File: config.mk
export PLATFORM = sky130hd
export DESIGN_NAME = gpio_apb_arbiter_flat
export DESIGN_NICKNAME = d
export VERILOG_FILES = /design/src/rtl/gpio_apb_arbiter_if.sv /design/src/rtl/gpio_apb_arbiter.sv /design/src/flat_wrapper.sv
export SDC_FILE = /design/constraint.sdc
export NUM_CORES = 1
export LEC_CHECK = 0
export CORE_MARGIN = 2
export CORE_UTILIZATION = 35
export CTS_CLUSTER_DIAMETER = 50
export DETAILED_ROUTE_END_ITERATION = 10
export PLACE_DENSITY = 0.88
export SLEW_MARGIN = 25
export SYNTH_ARGS = -nofsm -noshare
export SYNTH_HDL_FRONTEND = slang
export SYNTH_SLANG_ARGS = --single-unit
File: constraint.sdc
create_clock -name clk -period 1.62 [get_ports clk]
set_input_delay 0.243 -clock clk [delete_from_list [all_inputs] [get_ports clk]]
set_output_delay 0.243 -clock clk [all_outputs]
set_load 0.02 [all_outputs]
File: src/rtl/gpio_apb_arbiter_if.sv
// Bus bundle between the requesters, the arbiter and the grgpio_wrp APB port.
// The slave modport is the arbiter's view; the master modport is the view of
// whatever drives the commands and answers the APB reads.
// GPIO_ARB_LOCK_EN adds the per-requester req_lock bits.
interface gpio_apb_arbiter_if #(
   parameter int NREQ = 2
);
   logic [NREQ-1:0]      req_valid;
   logic [NREQ-1:0]      req_ready;
   logic [NREQ-1:0]      req_write;
   logic [NREQ*8-1:0]    req_addr;
   logic [NREQ*32-1:0]   req_wdata;
`ifdef GPIO_ARB_LOCK_EN
   logic [NREQ-1:0]      req_lock;
`endif
   logic [NREQ-1:0]      rsp_valid;
   logic [31:0]          rsp_rdata;
   logic                 apbi_psel;
   logic                 apbi_penable;
   logic [31:0]          apbi_paddr;
   logic                 apbi_pwrite;
   logic [31:0]          apbi_pwdata;
   logic [31:0]          apbo_prdata;

   modport slave (
      input  req_valid, req_write, req_addr, req_wdata, apbo_prdata,
      output req_ready, rsp_valid, rsp_rdata,
      output apbi_psel, apbi_penable, apbi_paddr, apbi_pwrite, apbi_pwdata
`ifdef GPIO_ARB_LOCK_EN
      , input req_lock
`endif
   );

   modport master (
      output req_valid, req_write, req_addr, req_wdata, apbo_prdata,
      input  req_ready, rsp_valid, rsp_rdata,
      input  apbi_psel, apbi_penable, apbi_paddr, apbi_pwrite, apbi_pwdata
`ifdef GPIO_ARB_LOCK_EN
      , output req_lock
`endif
   );
endinterface

File: src/rtl/gpio_apb_arbiter.sv
// Round-robin arbiter sharing the grgpio_wrp APB2 slave port between NREQ
// requesters. One command is accepted in IDLE, then a fixed SETUP/ACCESS
// transfer runs and a one-hot rsp_valid pulse follows.
// Optional macro GPIO_ARB_LOCK_EN: a requester accepted with req_lock set keeps
// exclusive ownership of the arbiter until it issues an unlocked command.
//
// state  | meaning
// -------+------------------------------------------------------------
// IDLE   | bus idle, arbitrate and accept one command
// SETUP  | APB setup phase, psel=1 penable=0
// ACCESS | APB access phase, psel=1 penable=1, capture read data
module gpio_apb_arbiter #(
   parameter int          NREQ      = 2,
   parameter logic [31:0] BASE_ADDR = 32'h0000_0000
) (
   input logic               clk,
   input logic               rst,
   gpio_apb_arbiter_if.slave bus
);
   localparam int IDXW = (NREQ > 1) ? $clog2(NREQ) : 1;

   typedef enum logic [1:0] {IDLE, SETUP, ACCESS} state_t;

   state_t            state, state_nxt;
   logic [IDXW-1:0]   last_grant;
   logic [IDXW-1:0]   win_idx;
   logic [IDXW-1:0]   cand;
   logic              win_found;
   logic              accept;
   logic [NREQ-1:0]   eligible;
   logic [NREQ-1:0]   win_onehot;
   logic [NREQ-1:0]   grant_onehot;
   logic              cmd_write;
   logic [7:0]        cmd_addr;
   logic [31:0]       cmd_wdata;
   logic              cmd_lock;
   logic              lock_active;

   // Restrict competition to the lock owner while a locked sequence is open.
   always_comb begin
      eligible = bus.req_valid;
      if (lock_active) begin
         eligible             = '0;
         eligible[last_grant] = bus.req_valid[last_grant];
      end
   end

   // Round-robin search starting just after the last granted requester.
   always_comb begin
      win_found = 1'b0;
      win_idx   = '0;
      cand      = '0;
      for (int k = 1; k <= NREQ; k++) begin
         cand = IDXW'((int'(last_grant) + k) % NREQ);
         if (!win_found && eligible[cand]) begin
            win_found = 1'b1;
            win_idx   = cand;
         end
      end
   end

   // Select the winner's command fields and build one-hot grant vectors.
   always_comb begin
      cmd_write  = 1'b0;
      cmd_addr   = '0;
      cmd_wdata  = '0;
      cmd_lock   = 1'b0;
      win_onehot = '0;
      grant_onehot = '0;
      win_onehot[win_idx]      = 1'b1;
      grant_onehot[last_grant] = 1'b1;
      for (int i = 0; i < NREQ; i++) begin
         if (win_idx == IDXW'(i)) begin
            cmd_write = bus.req_write[i];
            cmd_addr  = bus.req_addr[i*8 +: 8];
            cmd_wdata = bus.req_wdata[i*32 +: 32];
`ifdef GPIO_ARB_LOCK_EN
            cmd_lock  = bus.req_lock[i];
`endif
         end
      end
   end

   // Next-state logic plus the handshake and APB phase strobes.
   always_comb begin
      state_nxt        = state;
      accept           = 1'b0;
      bus.req_ready    = '0;
      bus.apbi_psel    = 1'b0;
      bus.apbi_penable = 1'b0;
      case (state)
         IDLE: begin
            if (win_found) begin
               accept        = 1'b1;
               bus.req_ready = win_onehot;
               state_nxt     = SETUP;
            end
         end
         SETUP: begin
            bus.apbi_psel = 1'b1;
            state_nxt     = ACCESS;
         end
         ACCESS: begin
            bus.apbi_psel    = 1'b1;
            bus.apbi_penable = 1'b1;
            state_nxt        = IDLE;
         end
         default: state_nxt = IDLE;
      endcase
   end

   // State register.
   always_ff @(posedge clk) begin
      if (rst) state <= IDLE;
      else     state <= state_nxt;
   end

   // Latch the accepted command; APB address/data hold their value when idle.
   always_ff @(posedge clk) begin
      if (rst) begin
         last_grant      <= IDXW'(NREQ - 1);
         lock_active     <= 1'b0;
         bus.apbi_paddr  <= '0;
         bus.apbi_pwrite <= 1'b0;
         bus.apbi_pwdata <= '0;
      end else if (accept) begin
         last_grant      <= win_idx;
         lock_active     <= cmd_lock;
         bus.apbi_paddr  <= BASE_ADDR | {24'h0, cmd_addr[7:2], 2'b00};
         bus.apbi_pwrite <= cmd_write;
         bus.apbi_pwdata <= cmd_wdata;
      end
   end

   // Completion pulse to the owner and capture of read data at end of ACCESS.
   always_ff @(posedge clk) begin
      if (rst) begin
         bus.rsp_valid <= '0;
         bus.rsp_rdata <= '0;
      end else begin
         bus.rsp_valid <= (state == ACCESS) ? grant_onehot : '0;
         if (state == ACCESS && !bus.apbi_pwrite) bus.rsp_rdata <= bus.apbo_prdata;
      end
   end
endmodule

File: src/flat_wrapper.sv
// flat-port wrapper written by rule: the top's interface ports become plain ports
module gpio_apb_arbiter_flat 
#(
   parameter int          NREQ      = 2,
   parameter logic [31:0] BASE_ADDR = 32'h0000_0000
)
  (clk, rst, bus_req_valid, bus_req_write, bus_req_addr, bus_req_wdata, bus_apbo_prdata, bus_req_ready, bus_rsp_valid, bus_rsp_rdata, bus_apbi_psel, bus_apbi_penable, bus_apbi_paddr, bus_apbi_pwrite, bus_apbi_pwdata);
  gpio_apb_arbiter_if #(.NREQ(NREQ)) bus_i ();
  input logic clk;
  input logic rst;
  input wire logic [$bits(bus_i.req_valid)-1:0] bus_req_valid;
  input wire logic [$bits(bus_i.req_write)-1:0] bus_req_write;
  input wire logic [$bits(bus_i.req_addr)-1:0] bus_req_addr;
  input wire logic [$bits(bus_i.req_wdata)-1:0] bus_req_wdata;
  input wire logic [$bits(bus_i.apbo_prdata)-1:0] bus_apbo_prdata;
  output wire logic [$bits(bus_i.req_ready)-1:0] bus_req_ready;
  output wire logic [$bits(bus_i.rsp_valid)-1:0] bus_rsp_valid;
  output wire logic [$bits(bus_i.rsp_rdata)-1:0] bus_rsp_rdata;
  output wire logic [$bits(bus_i.apbi_psel)-1:0] bus_apbi_psel;
  output wire logic [$bits(bus_i.apbi_penable)-1:0] bus_apbi_penable;
  output wire logic [$bits(bus_i.apbi_paddr)-1:0] bus_apbi_paddr;
  output wire logic [$bits(bus_i.apbi_pwrite)-1:0] bus_apbi_pwrite;
  output wire logic [$bits(bus_i.apbi_pwdata)-1:0] bus_apbi_pwdata;
  assign bus_i.req_valid = bus_req_valid;
  assign bus_i.req_write = bus_req_write;
  assign bus_i.req_addr = bus_req_addr;
  assign bus_i.req_wdata = bus_req_wdata;
  assign bus_i.apbo_prdata = bus_apbo_prdata;
  assign bus_req_ready = bus_i.req_ready;
  assign bus_rsp_valid = bus_i.rsp_valid;
  assign bus_rsp_rdata = bus_i.rsp_rdata;
  assign bus_apbi_psel = bus_i.apbi_psel;
  assign bus_apbi_penable = bus_i.apbi_penable;
  assign bus_apbi_paddr = bus_i.apbi_paddr;
  assign bus_apbi_pwrite = bus_i.apbi_pwrite;
  assign bus_apbi_pwdata = bus_i.apbi_pwdata;
  gpio_apb_arbiter #(.NREQ(NREQ), .BASE_ADDR(BASE_ADDR)) u_core (.clk(clk), .rst(rst), .bus(bus_i));
endmodule
==> results_dict.tcl, run 1 <==
set metrics [dict create \
    avgRoutedWirePerCell_um 15.4 \
    synth_compound_area_share_pct 18.8 \
    crit_type "reg -> out" \
    leakagePower_nw 2.07 \
    synth_largest_area_cell "dfxtp_1" \
    final-setup-viol-count 3 \
    setup_tns_ps -14.7 \
    ir_drop_mv 0.467 \
    p_per_area_nw_per_um2 953 \
    grt_pass1_vias 3154 \
    violations "setup timing" \
    drv_cap 0 \
    io_buffer_count 190 \
    status "finished, violations left" \
    design_area_um2 5510 \
    synth_fa_ha_area_share_pct 1.19 \
    cp_data_required_time_ps 1380 \
    cts_hold_buffers 0 \
    rr_startpoint "u_core.state[1]" \
    yosysSeqAreaShare_pct 48.1 \
    synth-simple-area-share_pct 20.7 \
    overflow 0 \
    syn_avg_cell_area_um2 8.97 \
    grt_pass1_wl_mm 15.1 \
    syn_inst 353 \
    ys_warn_count 0 \
    design.die.area_um2 9820 \
    place_worst_setup_slack_ps -416 \
    min_from "rst" \
    syn2layout_area_growth_pct 74.2 \
    dpl.hpwl_mm 7.39 \
    worstPathArrival_ps 1380 \
    synth_cell_types 27 \
    gp_congestion 0.762 \
    instances_no_fill 663 \
    track_usage_pct 18.9 \
    start_kind "flip-flop" \
    fin_util_pct 62.9 \
    die_w_um 99.1 \
    ys_seq_elements 76 \
    slew_violations 0 \
    ioPinCount 221 \
    power_mw 5.25 \
    synth-xor-area-share_pct 0 \
    clkTransAtPathRegs_ps 80 \
    vias 3281 \
    dpl_cell_area_um2 5160 \
    crit_fanout 4 \
    startpoint "u_core.state[0]" \
    rows 34 \
    drtIter0Drc 102 \
    clock_sink_count 76 \
    final.fill_count 730 \
    clock_latency_ps 330 \
    fin_hold_ws_ps 287 \
    seq_area_um2 1520 \
    nets 671 \
    synth_top_family_by_area "simple AND/OR/NAND/NOR gates" \
    fin_crit_sh_pct 100 \
    synthTopCellsByArea "dfxtp_1, nand2_1, a221o_1, buf_4, nor3b_1" \
    antenna_found_initial 0 \
    timing.fmax_mhz 614 \
    core_um2 8760 \
    cts_tree "built" \
    dr.pass1.iters 4 \
    numCtsBuffers 9 \
    antennaDiodeCount 0 \
    netlist_area_um2 3170 \
    end_kind "output pin" \
    drive_gt1_share_pct 10.8 \
    drt-total-wl_mm 10.2 \
    setup_ws_ps -7.60 \
    synth_mux_area_share_pct 0.316 \
    postCtsSetupBuffers 0 \
    finClkSkew_ps 13.7 \
    post-synth-top-area-fraction_pct 48.1 \
    multiInputGateArea_um2 1460 \
    htreeDepth 3 \
    fin_crit_ps 1630 \
    viasPerCell 4.95 \
    finalHoldViolCount 0 \
    die_h_um 99.1 \
    rsz0062_at_grt "true" \
    drt.antenna.violating_nets 0 \
    cts-root-buf "clkbuf_8" \
    cts_buffer_depth 2 \
    start_util_pct 36.1 \
    holdCritPathClass "in -> reg" \
    grt_max_degree 39 \
    placed_cells 643 \
    drc 0 \
]
-- critical path, cell delays in order (launching register included) --
cell             delay [ps]
dfxtp_1                 350
inv_2                    50
ha_1                    240
buf_4                   170
clkdlybuf4s15_2         250
-- cell usage after synthesis --
master / count
conb_1: 1
a221o_1: 28
dfxtp_1: 76
ha_1: 3
nor3b_1: 31
inv_1: 2
and2_1: 1
nand2_1: 87
mux2i_1: 1
nor2_4: 1
a211o_1: 1
nand2b_1: 2
a21oi_1: 33
and3_1: 1
a311oi_1: 11
a211oi_4: 1
nor3_1: 1
buf_1: 6
a21bo_2: 1
o21a_1: 1
buf_2: 9
nor2_1: 13
inv_2: 1
a21boi_1: 1
buf_4: 31
clkbuf_1: 8
nor2b_1: 1
-- registers in the layout, indices dropped and copies added (netlist names) --
register	cells
u_core.bus.rsp_valid	2
u_core.last_grant	1
u_core.state	2
u_core.bus.apbi_paddr	6
u_core.bus.rsp_rdata	32
u_core.bus.apbi_pwdata	32
u_core.bus.apbi_pwrite	1
-- area by class of cell --
cell class / instances / share of cell area (%)
clock buffers: 11 / 2.75
clock inverters: 5 / 1.52
inverters: 3 / 0.204
multi-input cells: 247 / 26.4
flip-flops and latches: 76 / 27.6
well taps: 108 / 2.45
repair buffers: 213 / 39.0
-- path summary, 6_finish.rpt --
check                                                end  depth (start not counted)  slack [ps]
worst max register to register  u_core.bus.apbi_paddr[4]                          8          -8
worst min register to register  u_core.bus.rsp_rdata[14]                          2         460
worst max-delay path                    bus_apbi_penable                          4          -8
worst min-delay path                     u_core.state[0]                          3         290
-- logic make-up after synthesis --
group                      Yosys count
AOI/OAI and AO/OA                   77
adders and majority gates            3
buffers and inverters               57
DFF                                 76
muxes                                1
other                                1
and+or+nand+nor                    138
-- cells in the final DEF, fill, tap and decap left out, drive strengths merged, types with 2 or more instances in the layout --
master         Yosys  layout
clkdlybuf4s50      0     184
nand2             87      87
dfxtp             76      76
a21oi             33      33
nor3b             31      31
a221o             28      28
conb               1      26
buf               46      25
nor2              14      15
clkbuf             8      12
a311oi            11      11
inv                3       3
ha                 3       3
nor2b              1       2
bufinv             0       2
clkinvlp           0       2
clkdlybuf4s15      0       2
nand2b             2       2
-- report_power, final --
part / switching [mW] / internal [mW]
clock network: 0.698 / 0.955
logic: 0.696 / 0.790
registers: 0.0876 / 2.03
total: 1.48 / 3.77
-- routing by layer --
layer	vias up	global-route usage, %	share of wire [%]
li1	1578	-	-
met1	1534	21.4	39
met2	158	33.7	50
met3	11	6.11	9.6
met4	0	5.80	1.4
met5	-	0	0
-- repair_timing --
action,CTS,global route
endpoints found under the setup margin,44,74
cloned,2,2
gates resized for setup,21,12
pin swaps,1,1
Note: power is estimated with default switching activity, not from simulation.
==> run 2: changes to the inputs <==
Settings changed: CORE_MARGIN 2 to not set.
==> run 2 against run 1 <==
The flow now finishes without violations. Critical path depth increased by 1. Sequential share of layout area about the same. Sequential power about the same. Setup slack improved by 68 ps. Critical endpoint is now bus_req_ready[1].
==> results_dict.tcl, run 2 (synthesis gave the netlist of run 1 again) <==
set metrics [dict create \
    status "finished, final reports clean" \
    dr.pass1.iters 4 \
    drive_gt1_share_pct 10.1 \
    worstPathArrival_ps 1320 \
    slew_violations 0 \
    design.die.area_um2 9430 \
    avgRoutedWirePerCell_um 15.2 \
    startpoint "u_core.state[1]" \
    rrSetupSlack_ps 90 \
    core_um2 8720 \
    crit_fanout 5 \
    place_worst_setup_slack_ps -414 \
    end_kind "output pin" \
    slowest_delay_ps 340 \
    sequentialPowerShare_pct 38.5 \
    mostFrequentLayoutCells "clkdlybuf4s50_1, nand2_1, dfxtp_1" \
    cts_buffer_depth 2 \
    slowest_stage "dfxtp_1" \
    instances_no_fill 662 \
    crit-reg2reg-capture "u_core.bus.apbi_pwdata[25]" \
    numCtsBuffers 9 \
    grt_pass1_vias 3411 \
    final.fill_count 691 \
    setup_ws_ps 60.0 \
    htreeDepth 3 \
    top_regs "u_core.bus.apbi_pwdata x32, u_core.bus.rsp_rdata x32, u_core.bus.apbi_paddr x6" \
    die_h_um 97.1 \
    pwr-share-comb_pct 26.5 \
    worstRegToRegCells 7 \
    fin_crit_ps 1560 \
    grt_pass1_wl_mm 15.8 \
    holdCritPathClass "in -> reg" \
    viasPerCell 4.91 \
    drv_cap 0 \
    track_usage_pct 20.7 \
    drtIter0Drc 76 \
    layout_commonest_cell "clkdlybuf4s50_1" \
    share_clk_of_total_power_pct 35.0 \
    cts-root-buf "clkbuf_8" \
    cts_hold_buffers 0 \
    clock_latency_ps 340 \
    timing.fmax_mhz 641 \
    clkTransAtPathRegs_ps 80 \
    rows 34 \
    p_int_mw 4.05 \
    vias 3253 \
    drc 0 \
    gp_congestion 0.795 \
    p_sw_mw 1.44 \
    finClkSkew_ps 11.6 \
    antennaDiodeCount 0 \
    p_per_area_nw_per_um2 996 \
    finalHoldViolCount 0 \
    nets 671 \
    fin_util_pct 63.2 \
    setup_tns_ps 0 \
    antenna_found_initial 0 \
    dpl.hpwl_mm 7.53 \
    syn2layout_area_growth_pct 74.0 \
    crit_type "reg -> out" \
    overflow 0 \
    final-setup-viol-count 0 \
    ioPinCount 221 \
    placed_cells 645 \
    grt_max_degree 36 \
    drt.antenna.violating_nets 0 \
    clock_sink_count 76 \
    start_util_pct 36.3 \
    drt-total-wl_mm 10.1 \
    cts_tree "built" \
    leakagePower_nw 2.09 \
    dpl_cell_area_um2 5190 \
    die_w_um 97.1 \
    start_kind "flip-flop" \
    io_buffer_count 190 \
    path_cells "inv_1 > ha_2 > buf_4 > and2_4 > buf_6" \
    rsz0062_at_grt "false" \
    rr_startpoint "u_core.state[1]" \
    switching_share_pct 26.2 \
    cp_data_required_time_ps 1380 \
    ir_drop_mv 0.455 \
    crit_path_end "bus_req_ready[1]" \
    design_area_um2 5510 \
    fin_crit_sh_pct 96.3 \
    power_mw 5.49 \
    fin_hold_ws_ps 449 \
    postCtsSetupBuffers 0 \
]
## run 2: cell type report
class                   instances  area (µm²)  area share (%)
multi-input cells             246        1430            25.9
clock buffers                  11         151            2.75
well taps                     108         135            2.45
repair buffers                214        2140            38.8
flip-flops and latches         76        1520            27.6
inverters                       3        11.3           0.204
clock inverters                 4         120            2.18
## run 2: metal layers
metal / GRT usage, % / vias to the layer above / part of all wire [%] / wire length [µm]
met5: 0 / - / 0 / 0
met4: 8.61 / 0 / 2.2 / 223
met3: 5.76 / 19 / 7.3 / 736
met2: 37.6 / 149 / 51 / 5110
met1: 22.4 / 1514 / 40 / 4010
li1: - / 1571 / - / -
## run 2: power groups by stage
stage	clock [mW]	sequential, mW	combinational [mW]
finish	1.92	2.11	1.46
floorplan	0	2.33	0.513
detailed placement	0	2.15	1.42
global placement	0	2.15	1.38
global route	2.05	2.13	1.54
CTS	1.97	2.11	1.42
## run 2: worst min path at each step
| stage | start | endpoint | slack [ps] | cells past startpoint |
|---|---|---|---|---|
| floorplan | bus_req_valid[0] | u_core.state[0] | 370 | 2 |
| CTS | rst | u_core.bus.apbi_pwdata[31] | 430 | 3 |
| global route | bus_apbo_prdata[6] | u_core.bus.rsp_rdata[6] | 450 | 3 |
| finish | bus_apbo_prdata[6] | u_core.bus.rsp_rdata[6] | 450 | 3 |
| global placement | u_core.bus.rsp_rdata[15] | u_core.bus.rsp_rdata[15] | 440 | 2 |
| detailed placement | u_core.bus.rsp_rdata[8] | u_core.bus.rsp_rdata[8] | 450 | 2 |
## run 2: repair_timing
action	4_1_cts	5_1_grt
gates resized for setup	17	12
cloned	1	1
pin swaps	1	0
endpoints found under the setup margin	34	43
## run 2: worst max-delay path: cells and delay by family, from the launching register on
| family | cells | cell delay, ps |
|---|---|---|
| flops | 1 | 340 |
| buf+inv | 3 | 330 |
| fa+ha+maj | 1 | 180 |
| simple gates | 1 | 130 |
